## config.mk

```make
export PLATFORM = sky130hd
export DESIGN_NAME = regfile_wb_arbiter_flat
export DESIGN_NICKNAME = d
export VERILOG_FILES = /design/src/rtl/regfile_wb_arbiter_if.sv /design/src/rtl/regfile_wb_arbiter.sv /design/src/flat_wrapper.sv
export SDC_FILE = /design/constraint.sdc
export NUM_CORES = 1
export LEC_CHECK = 0
export BUFFER_PORTS_ARGS = -buffer_cell sky130_fd_sc_hd__buf_4
export CORE_AREA = 2 2 86 63
export DETAILED_ROUTE_END_ITERATION = 10
export DIE_AREA = 0 0 88 65
export GPL_TIMING_DRIVEN = 0
export PLACE_DENSITY = 0.9
export SKIP_LAST_GASP = 1
export SLEW_MARGIN = 25
export SYNTH_ARGS = -nofsm -noshare
export SYNTH_HDL_FRONTEND = slang
export SYNTH_SLANG_ARGS = --single-unit
export TNS_END_PERCENT = 1
```

## constraint.sdc

```tcl
create_clock -name clk -period 2.5 [get_ports clk]
set_input_delay 0.25 -clock clk [delete_from_list [all_inputs] [get_ports clk]]
set_output_delay 0.25 -clock clk [all_outputs]
set_load 0.005 [all_outputs]
```

## src/rtl/regfile_wb_arbiter_if.sv

```systemverilog
// Write-back bus between the three result producers (ALU, MDU, MEM) and the
// register-file write ports.
//   slave  : arbiter side. It takes the stall, valid, dest and data signals,
//            and drives the readies and both register-file write ports.
//   master : producer/register-file side, with all directions reversed.
interface regfile_wb_arbiter_if #(
    parameter int unsigned DATA_W = 16,
    parameter int unsigned ADDR_W = 4
);
    logic              wb_stall;

    logic              alu_valid;
    logic [ADDR_W-1:0] alu_dest;
    logic [DATA_W-1:0] alu_data;
    logic              alu_ready;

    logic              mdu_valid;
    logic [ADDR_W-1:0] mdu_dest;
    logic [DATA_W-1:0] mdu_lo;
    logic [DATA_W-1:0] mdu_hi;
    logic              mdu_ready;

    logic              mem_valid;
    logic [ADDR_W-1:0] mem_dest;
    logic [DATA_W-1:0] mem_data;
    logic              mem_ready;

    logic [1:0]        registerWrite;
    logic [ADDR_W-1:0] regWriteLocal;
    logic [DATA_W-1:0] dataWrite;
    logic [DATA_W-1:0] r0Write;
    logic              err_r0_conflict;

    modport slave (
        input  wb_stall,
        input  alu_valid, alu_dest, alu_data,
        input  mdu_valid, mdu_dest, mdu_lo, mdu_hi,
        input  mem_valid, mem_dest, mem_data,
        output alu_ready, mdu_ready, mem_ready,
        output registerWrite, regWriteLocal, dataWrite, r0Write, err_r0_conflict
    );

    modport master (
        output wb_stall,
        output alu_valid, alu_dest, alu_data,
        output mdu_valid, mdu_dest, mdu_lo, mdu_hi,
        output mem_valid, mem_dest, mem_data,
        input  alu_ready, mdu_ready, mem_ready,
        input  registerWrite, regWriteLocal, dataWrite, r0Write, err_r0_conflict
    );
endinterface

```

## src/rtl/regfile_wb_arbiter.sv

```systemverilog
// Write-back scheduler for the 16x16 register file.
// Three producers share the general write port: ALU, MDU and MEM.
// The MDU high result always goes to the dedicated R0 port.
// Each accepted request produces exactly one registered write cycle, one
// clock after acceptance.
// Ports:
//   clk      : system clock, rising edge
//   reset_n  : asynchronous active-low reset
//   bus      : regfile_wb_arbiter_if.slave. It carries the stall input, the
//              three valid/ready request channels, the combinational readies,
//              and the registered outputs registerWrite, regWriteLocal,
//              dataWrite, r0Write and err_r0_conflict.
// Parameters:
//   RR_EN    : 1 selects round-robin arbitration; 0 selects fixed priority,
//              ALU > MDU > MEM.
module regfile_wb_arbiter #(
    parameter int unsigned DATA_W = 16,
    parameter int unsigned ADDR_W = 4,
    parameter int unsigned RR_EN  = 1
) (
    input  logic                  clk,
    input  logic                  reset_n,
    regfile_wb_arbiter_if.slave   bus
);

    localparam int unsigned NSRC = 3;
    localparam int unsigned WE_W = 2;

    typedef enum logic [1:0] {
        SRC_ALU = 2'd0,
        SRC_MDU = 2'd1,
        SRC_MEM = 2'd2
    } src_e;

    src_e              rr_ptr_q, rr_ptr_d;
    logic [NSRC-1:0]   req;
    logic [NSRC-1:0]   gnt;
    logic [WE_W-1:0]   we_q, we_d;
    logic [ADDR_W-1:0] idx_q, idx_d;
    logic [DATA_W-1:0] data_q, data_d;
    logic [DATA_W-1:0] r0_q, r0_d;
    logic              err_q, err_d;

    assign req = {bus.mem_valid, bus.mdu_valid, bus.alu_valid};

    // One-hot grant. It is forced to zero during reset and stall, so the
    // readies drop combinationally.
    always_comb begin
        gnt = '0;
        if (reset_n && !bus.wb_stall) begin
            if (RR_EN != 0) begin
                case (rr_ptr_q)
                    SRC_MDU: begin
                        if      (req[1]) gnt = 3'b010;
                        else if (req[2]) gnt = 3'b100;
                        else if (req[0]) gnt = 3'b001;
                    end
                    SRC_MEM: begin
                        if      (req[2]) gnt = 3'b100;
                        else if (req[0]) gnt = 3'b001;
                        else if (req[1]) gnt = 3'b010;
                    end
                    default: begin
                        if      (req[0]) gnt = 3'b001;
                        else if (req[1]) gnt = 3'b010;
                        else if (req[2]) gnt = 3'b100;
                    end
                endcase
            end else begin
                if      (req[0]) gnt = 3'b001;
                else if (req[1]) gnt = 3'b010;
                else if (req[2]) gnt = 3'b100;
            end
        end
    end

    // Next-state logic. The data and index registers hold their values when
    // there is no grant; only the write enables and the error flag fall back
    // to zero.
    always_comb begin
        rr_ptr_d = rr_ptr_q;
        we_d     = '0;
        idx_d    = idx_q;
        data_d   = data_q;
        r0_d     = r0_q;
        err_d    = 1'b0;
        if (gnt[0]) begin
            we_d     = 2'b01;
            idx_d    = bus.alu_dest;
            data_d   = bus.alu_data;
            rr_ptr_d = SRC_MDU;
        end else if (gnt[1]) begin
            r0_d     = bus.mdu_hi;
            rr_ptr_d = SRC_MEM;
            if (bus.mdu_dest != ADDR_W'(0)) begin
                we_d   = 2'b11;
                idx_d  = bus.mdu_dest;
                data_d = bus.mdu_lo;
            end else begin
                // If dest is R0, only the R0 port writes and the low result
                // is discarded.
                we_d  = 2'b10;
                err_d = 1'b1;
            end
        end else if (gnt[2]) begin
            we_d     = 2'b01;
            idx_d    = bus.mem_dest;
            data_d   = bus.mem_data;
            rr_ptr_d = SRC_ALU;
        end
        if (RR_EN == 0) begin
            rr_ptr_d = SRC_ALU;
        end
    end

    // State and output registers. Reset clears any pending write at once.
    always_ff @(posedge clk or negedge reset_n) begin
        if (!reset_n) begin
            rr_ptr_q <= SRC_ALU;
            we_q     <= '0;
            idx_q    <= '0;
            data_q   <= '0;
            r0_q     <= '0;
            err_q    <= 1'b0;
        end else begin
            rr_ptr_q <= rr_ptr_d;
            we_q     <= we_d;
            idx_q    <= idx_d;
            data_q   <= data_d;
            r0_q     <= r0_d;
            err_q    <= err_d;
        end
    end

    assign bus.alu_ready       = gnt[0];
    assign bus.mdu_ready       = gnt[1];
    assign bus.mem_ready       = gnt[2];
    assign bus.registerWrite   = we_q;
    assign bus.regWriteLocal   = idx_q;
    assign bus.dataWrite       = data_q;
    assign bus.r0Write         = r0_q;
    assign bus.err_r0_conflict = err_q;

endmodule

```

## src/flat_wrapper.sv

```systemverilog
// flat-port wrapper written by rule: the top's interface ports become plain ports
module regfile_wb_arbiter_flat 
#(
    parameter int unsigned DATA_W = 16,
    parameter int unsigned ADDR_W = 4,
    parameter int unsigned RR_EN  = 1
)
  (clk, reset_n, bus_wb_stall, bus_alu_valid, bus_alu_dest, bus_alu_data, bus_mdu_valid, bus_mdu_dest, bus_mdu_lo, bus_mdu_hi, bus_mem_valid, bus_mem_dest, bus_mem_data, bus_alu_ready, bus_mdu_ready, bus_mem_ready, bus_registerWrite, bus_regWriteLocal, bus_dataWrite, bus_r0Write, bus_err_r0_conflict);
  regfile_wb_arbiter_if #(.DATA_W(DATA_W), .ADDR_W(ADDR_W)) bus_i ();
  input  logic clk;
  input  logic reset_n;
  input wire logic [$bits(bus_i.wb_stall)-1:0] bus_wb_stall;
  input wire logic [$bits(bus_i.alu_valid)-1:0] bus_alu_valid;
  input wire logic [$bits(bus_i.alu_dest)-1:0] bus_alu_dest;
  input wire logic [$bits(bus_i.alu_data)-1:0] bus_alu_data;
  input wire logic [$bits(bus_i.mdu_valid)-1:0] bus_mdu_valid;
  input wire logic [$bits(bus_i.mdu_dest)-1:0] bus_mdu_dest;
  input wire logic [$bits(bus_i.mdu_lo)-1:0] bus_mdu_lo;
  input wire logic [$bits(bus_i.mdu_hi)-1:0] bus_mdu_hi;
  input wire logic [$bits(bus_i.mem_valid)-1:0] bus_mem_valid;
  input wire logic [$bits(bus_i.mem_dest)-1:0] bus_mem_dest;
  input wire logic [$bits(bus_i.mem_data)-1:0] bus_mem_data;
  output wire logic [$bits(bus_i.alu_ready)-1:0] bus_alu_ready;
  output wire logic [$bits(bus_i.mdu_ready)-1:0] bus_mdu_ready;
  output wire logic [$bits(bus_i.mem_ready)-1:0] bus_mem_ready;
  output wire logic [$bits(bus_i.registerWrite)-1:0] bus_registerWrite;
  output wire logic [$bits(bus_i.regWriteLocal)-1:0] bus_regWriteLocal;
  output wire logic [$bits(bus_i.dataWrite)-1:0] bus_dataWrite;
  output wire logic [$bits(bus_i.r0Write)-1:0] bus_r0Write;
  output wire logic [$bits(bus_i.err_r0_conflict)-1:0] bus_err_r0_conflict;
  assign bus_i.wb_stall = bus_wb_stall;
  assign bus_i.alu_valid = bus_alu_valid;
  assign bus_i.alu_dest = bus_alu_dest;
  assign bus_i.alu_data = bus_alu_data;
  assign bus_i.mdu_valid = bus_mdu_valid;
  assign bus_i.mdu_dest = bus_mdu_dest;
  assign bus_i.mdu_lo = bus_mdu_lo;
  assign bus_i.mdu_hi = bus_mdu_hi;
  assign bus_i.mem_valid = bus_mem_valid;
  assign bus_i.mem_dest = bus_mem_dest;
  assign bus_i.mem_data = bus_mem_data;
  assign bus_alu_ready = bus_i.alu_ready;
  assign bus_mdu_ready = bus_i.mdu_ready;
  assign bus_mem_ready = bus_i.mem_ready;
  assign bus_registerWrite = bus_i.registerWrite;
  assign bus_regWriteLocal = bus_i.regWriteLocal;
  assign bus_dataWrite = bus_i.dataWrite;
  assign bus_r0Write = bus_i.r0Write;
  assign bus_err_r0_conflict = bus_i.err_r0_conflict;
  regfile_wb_arbiter #(.DATA_W(DATA_W), .ADDR_W(ADDR_W), .RR_EN(RR_EN)) u_core (.clk(clk), .reset_n(reset_n), .bus(bus_i));
endmodule
```

# Word-level counts from Yosys, hierarchy flattened
# Index checks and enable logic that the tools add are counted.
# Widths: inputs -> output; s select.
# classes
muxes,29
reduce_logical,6
eq_ne,3
bitwise,1
# op_table
op,count
$mux 16,4
$mux 3,8
$mux 4,4
$mux 2,6
$mux 1,6
$pmux 3 s2,1
$reduce_and 2->1,2
$reduce_bool 4->1,1
$ne 3x3->1 const B,1
$reduce_bool 3->1,1
$eq 2x1->1 const B,1
$eq 2x2->1 const B,1
$logic_and 1x1->1,1
$logic_not 1->1,1
$not 1->1,1
# word_totals
inputBits,82
out_inout_bits,42
wordCells,45
ff_bits,41

# Logic depth before layout (Yosys ltp)
# logic_depth
depth_word,8
ltp_mapped,9
depth_no_buf,7

# Least setup slack after synthesis
# OpenSTA, ideal clock, no wires.
# synth_path
path_kind,register to register
from,register u_core.rr_ptr_q[0]
to,"register u_core.data_q[10], in the netlist u_core.bus.dataWrite[10]"
path_stages_with_launch,9
synth_period_minus_slack_ns,2.211
n_path_buf,1
t_arrival_ns,2.087
setup_slack_ns,0.289
t_required_ns,2.375
path_cell_list,dfrtp_1 inv_1 ha_1 or2_1 o2111ai_2 inv_2 a211oi_2 buf_4 mux2_2
# synth_via
elab_chain_len,5
# synth_rtl
element,line_no,rtl
"start, declared",regfile_wb_arbiter.sv:35,"src_e rr_ptr_q, rr_ptr_d;"
"start signal, assigned",regfile_wb_arbiter.sv:126,rr_ptr_q <= rr_ptr_d;
$eq 2x2->1 or $eq 2x1->1 (tied branches),regfile_wb_arbiter.sv:52,case (rr_ptr_q)
$pmux 3 s2 (*),regfile_wb_arbiter.sv:52,
$mux 3 (*),regfile_wb_arbiter.sv:50,if (reset_n && !bus.wb_stall) begin
named net bus_alu_ready,flat_wrapper.sv:23,output wire logic [$bits(bus_i.alu_ready)-1:0] bus_alu_ready;
$ne 3x3->1 (no source line) or $reduce_bool 3->1 (tied branches),n/a,
$reduce_and 2->1 (no source line),n/a,
"end signal, assigned",regfile_wb_arbiter.sv:129,data_q <= data_d;
"end, declared",regfile_wb_arbiter.sv:40,"logic [DATA_W-1:0] data_q, data_d;"
# Mark *: on every way through the listed nets, which the timed path passes. The rest lies on a longest branch.
# A chain may end at the register's enable or synchronous reset.

# Final worst setup path
# layout_path
from,register u_core.rr_ptr_q[0]
to,"register u_core.data_q[12], in the netlist u_core.bus.dataWrite[12]"
# layout_via
elab_chain_len,5
# layout_rtl
element,line_no
$eq 2x2->1 or $eq 2x1->1 (tied branches),regfile_wb_arbiter.sv:52
$pmux 3 s2 (*),regfile_wb_arbiter.sv:52
$mux 3 (*),regfile_wb_arbiter.sv:50
"$ne 3x3->1 (no source line), or another cell as far along",n/a
$reduce_and 2->1 (no source line) or $mux 16 (tied branches),n/a
# Every way passes the cells marked *; elsewhere a longest branch is shown, timed or not.

==> reports/qor.csv <==
stage;metric;value;unit
status;status;finished, final reports clean;
worst_setup_path;crit_type;reg -> reg;
die;die_y;65;um
timing;tightest_slew;0.474;ns
pwr;power.internal;2140;uW
timing;finalClockSkew;0.00548;ns
clock_network;cts-root-buf;clkbuf_8;
finish;most-common-layout-cells;127 x buf_4, 41 x dfrtp_1, 23 x nor2_1;
routing;drc;0;
die;ios;124;
finish;area_growth_syn_to_layout;58.5;%
routing;dr.pass1.iters;4;
pwr;power_frac_seq;0.375;
clock_network;cts.clk_slew.worst_paths;0.08;ns
routing;ant_nets;0;
placement;portBuffers;123;
global_route;antenna_found_initial;0;
die;chipWidth;88;um
worst_setup_path;slowest_stage;dfrtp_1;
pwr;power_frac_comb;0.454;
synthesis;syn_avg_cell_area;11.8;sq um
routing;wirelength;5.34;mm
placement;hpwl;4.16;mm
synthesis;synth_warnings;0;
clock_network;cts_num_sinks;41;
finish;antenna_cells;0;
die;initial_core_util;0.411;
pwr;leakage;0.00158;uW
worst_setup_path;slowest_delay;0.36;ns
min_path;hold_end;u_core.bus.r0Write[0]$_DFFE_PN0P_;
synthesis;synth_top_cell_by_area;dfrtp_1;
synthesis;synthDistinctLibCells;24;
global_route;grt_max_degree;42;
clock_network;clock_path_buffers;2;
routing;wl_met1;2.21;mm
die;core_area;4980;sq um
run;maxCapViolations;0;
timing;slew_headroom;0.684;
timing;fin_ws;0.117;ns
worst_setup_path;path_cells;inv_1, ha_1, or2_1, o2111ai_4, inv_2, a211oi_4, buf_6, mux2_2;
clock_network;cts_buffers;5;
worst_setup_path;cp.required;2.67;ns
pwr;totalPowerFinal;3060;uW
pwr;p_sw_frac;0.300;
finish;layout.nets;391;
worst_setup_path;cp.arrival;2.55;ns
routing;drt_iter0_markers;60;
min_path;hold_class;in -> reg;
routing;wire_per_inst;14.1;um
worst_setup_path;reg2reg_to;u_core.bus.dataWrite[12]$_DFFE_PN0P_;
worst_setup_path;r2r-start;u_core.rr_ptr_q[0]$_DFFE_PN0P_;
finish;nFillCells;404;
timing;min_period;2.38;ns
placement;preCtsSetupSlack;0.0215;ns
pwr;peakVddDrop;0.500;mV
worst_setup_path;critical_path_buf_inv_count;3;
worst_setup_path;r2r_slack;0.12;ns
routing;vias;1818;
timing;setup_viol;0;
min_path;hold_path.startpoint;bus_mdu_hi[0];
routing;wl_met3;467;um
routing;dr_wl_met2;2.63;mm
worst_setup_path;worstSetupEndpointType;register;
synthesis;ys_seq_area_frac;0.502;
global_route;grt.total_usage;0.192;
worst_setup_path;crit_family;compound AO/OA/AOI/OAI gates;
timing;fin_crit_sh;0.953;
global_route;grt.overflow.total;0;
pwr;power.net_switching;918;uW
timing;fmax;0.420;GHz
synthesis;synthTopCellsByArea;dfrtp_1 50%, mux2_2 12%, mux2i_1 9.8%;
worst_setup_path;reg2reg_depth;8;
clock_network;cts_tree;done;
synthesis;synth_top_area_frac;0.502;
finish;mostFrequentLayoutCell;buf_4;
synthesis;synth-seq-cells;41;
pwr;power_frac_clock;0.171;
routing;avgViaCountPerCell;4.78;
global_route;first_global_vias;1842;
finish;drive_gt1_frac;0.539;
worst_setup_path;start_kind;register;
clock_network;clk_latency;0.29;ns
die;rows;22;
global_route;grt_pass1_wl;8.40;mm
routing;top_layer_used;met4;
timing;hold_viol_final;0;
die;fp.dieArea;5720;sq um
timing;drv_slew;0;
timing;tns;0;ns
synthesis;netlist_instances;174;
timing;rsz0062_at_grt;true;
clock_network;htreeDepth;2;
placement;routabilityCongestion;0.830;
synthesis;synth_nets;258;
synthesis;syn_area;2050;sq um
pwr;p_per_area;944;nW/um^2
worst_setup_path;crit_fanout;10;
min_path;whs_path_depth;2;
==> how the worst max path moves through the flow <==
stage,startpoint,end,slack [ns],depth (start not counted)
6_report,u_core.rr_ptr_q[0]$_DFFE_PN0P_,u_core.bus.dataWrite[12]$_DFFE_PN0P_,0.12,8
5_1_grt,u_core.rr_ptr_q[0]$_DFFE_PN0P_,u_core.bus.regWriteLocal[0]$_DFFE_PN0P_,0.004,8
4_1_cts,u_core.rr_ptr_q[0]$_DFFE_PN0P_,u_core.bus.dataWrite[14]$_DFFE_PN0P_,0.04,8
3_5_place_dp,reset_n,u_core.bus.dataWrite[14]$_DFFE_PN0P_,0.02,8
3_3_place_gp,reset_n,u_core.bus.dataWrite[15]$_DFFE_PN0P_,0.04,8
2_1_floorplan,u_core.rr_ptr_q[0]$_DFFE_PN0P_,u_core.bus.dataWrite[10]$_DFFE_PN0P_,0.29,8
==> worst reg2reg max path: stages, from the launching register on <==
cell and delay (ns):
dfrtp_1 0.36, inv_1 0.07, ha_1 0.33, or2_1 0.28, o2111ai_4 0.29, inv_2 0.11
a211oi_4 0.29, buf_6 0.20, mux2_2 0.35
==> through the flow <==
step	area (sq um)	std cells	hold slack, ns	utilization
2_1_floorplan	2050	174	-0.0456	-
3_3_place_gp	3060	369	0.265	0.614
3_5_place_dp	3060	369	0.266	0.614
4_1_cts	3200	379	0.184	0.642
5_1_grt	3240	380	0.172	0.651
6_report	3240	380	0.190	0.651
==> routing by layer <==
layer | global-route usage | up-vias
met1 | 0.234 | 868
met2 | 0.326 | 69
met3 | 0.0675 | 4
met4 | 0.0462 | 0
met5 | 0 | -
li1 | - | 877
==> synth_stat cells (all sizes together) <==
cell type and count:
nand2 1, nor2 23, buf 6, o31ai 1, or4 1, clkbuf 4, o21ai 1, or2 1
inv 6, mux2i 20, ha 2, o2111ai 2, mux2 36, nand2b 1, a211oi 1, nor3b 1
a21oi 21, dfrtp 41, nor2b 4, o311a 1
==> sequential cells by signal, indices dropped and copies added (netlist names) <==
name and cells:
u_core.bus.dataWrite 16, u_core.bus.r0Write 16, u_core.bus.regWriteLocal 4, u_core.bus.registerWrite 2, u_core.rr_ptr_q 2, u_core.bus.err_r0_conflict 1
==> cell families (layout without fill, tap and decap cells) <==
| family | Yosys count | in the layout | synth area share |
|---|---|---|---|
| mux | 56 | 56 | 0.296 |
| flops | 41 | 41 | 0.502 |
| simple gates | 32 | 32 | 0.0710 |
| compound gates | 27 | 27 | 0.0801 |
| buf+inv | 16 | 150 | 0.0391 |
| fa+ha+maj | 2 | 2 | 0.0122 |
==> repair_timing <==
action                     4_1_cts  5_1_grt
hold buffers                     2        0
resized for setup                0        6
setup endpoints to repair        0       19
hold endpoints to repair        41        0
setup buffers                    0        1
==> layout make-up <==
class	count	area [sq um]	share of cell area
plain buffers	10	65.1	0.0201
clock buffers	6	72.6	0.0224
clock inverters	2	38.8	0.0120
inverters	6	22.5	0.00694
multi-input cells	117	967	0.298
flip-flops and latches	41	1030	0.316
well taps	72	90.1	0.0278
repair buffers	126	961	0.296
==> power groups by stage <==
stage	registers [uW]	logic [uW]	clock network, uW
finish	1150	1390	523
global route	1180	1520	572
CTS	1150	1370	540
detailed placement	1160	1360	0
global placement	1140	1320	0
floorplan	1170	607	0
(Power assumes the default switching activity.)
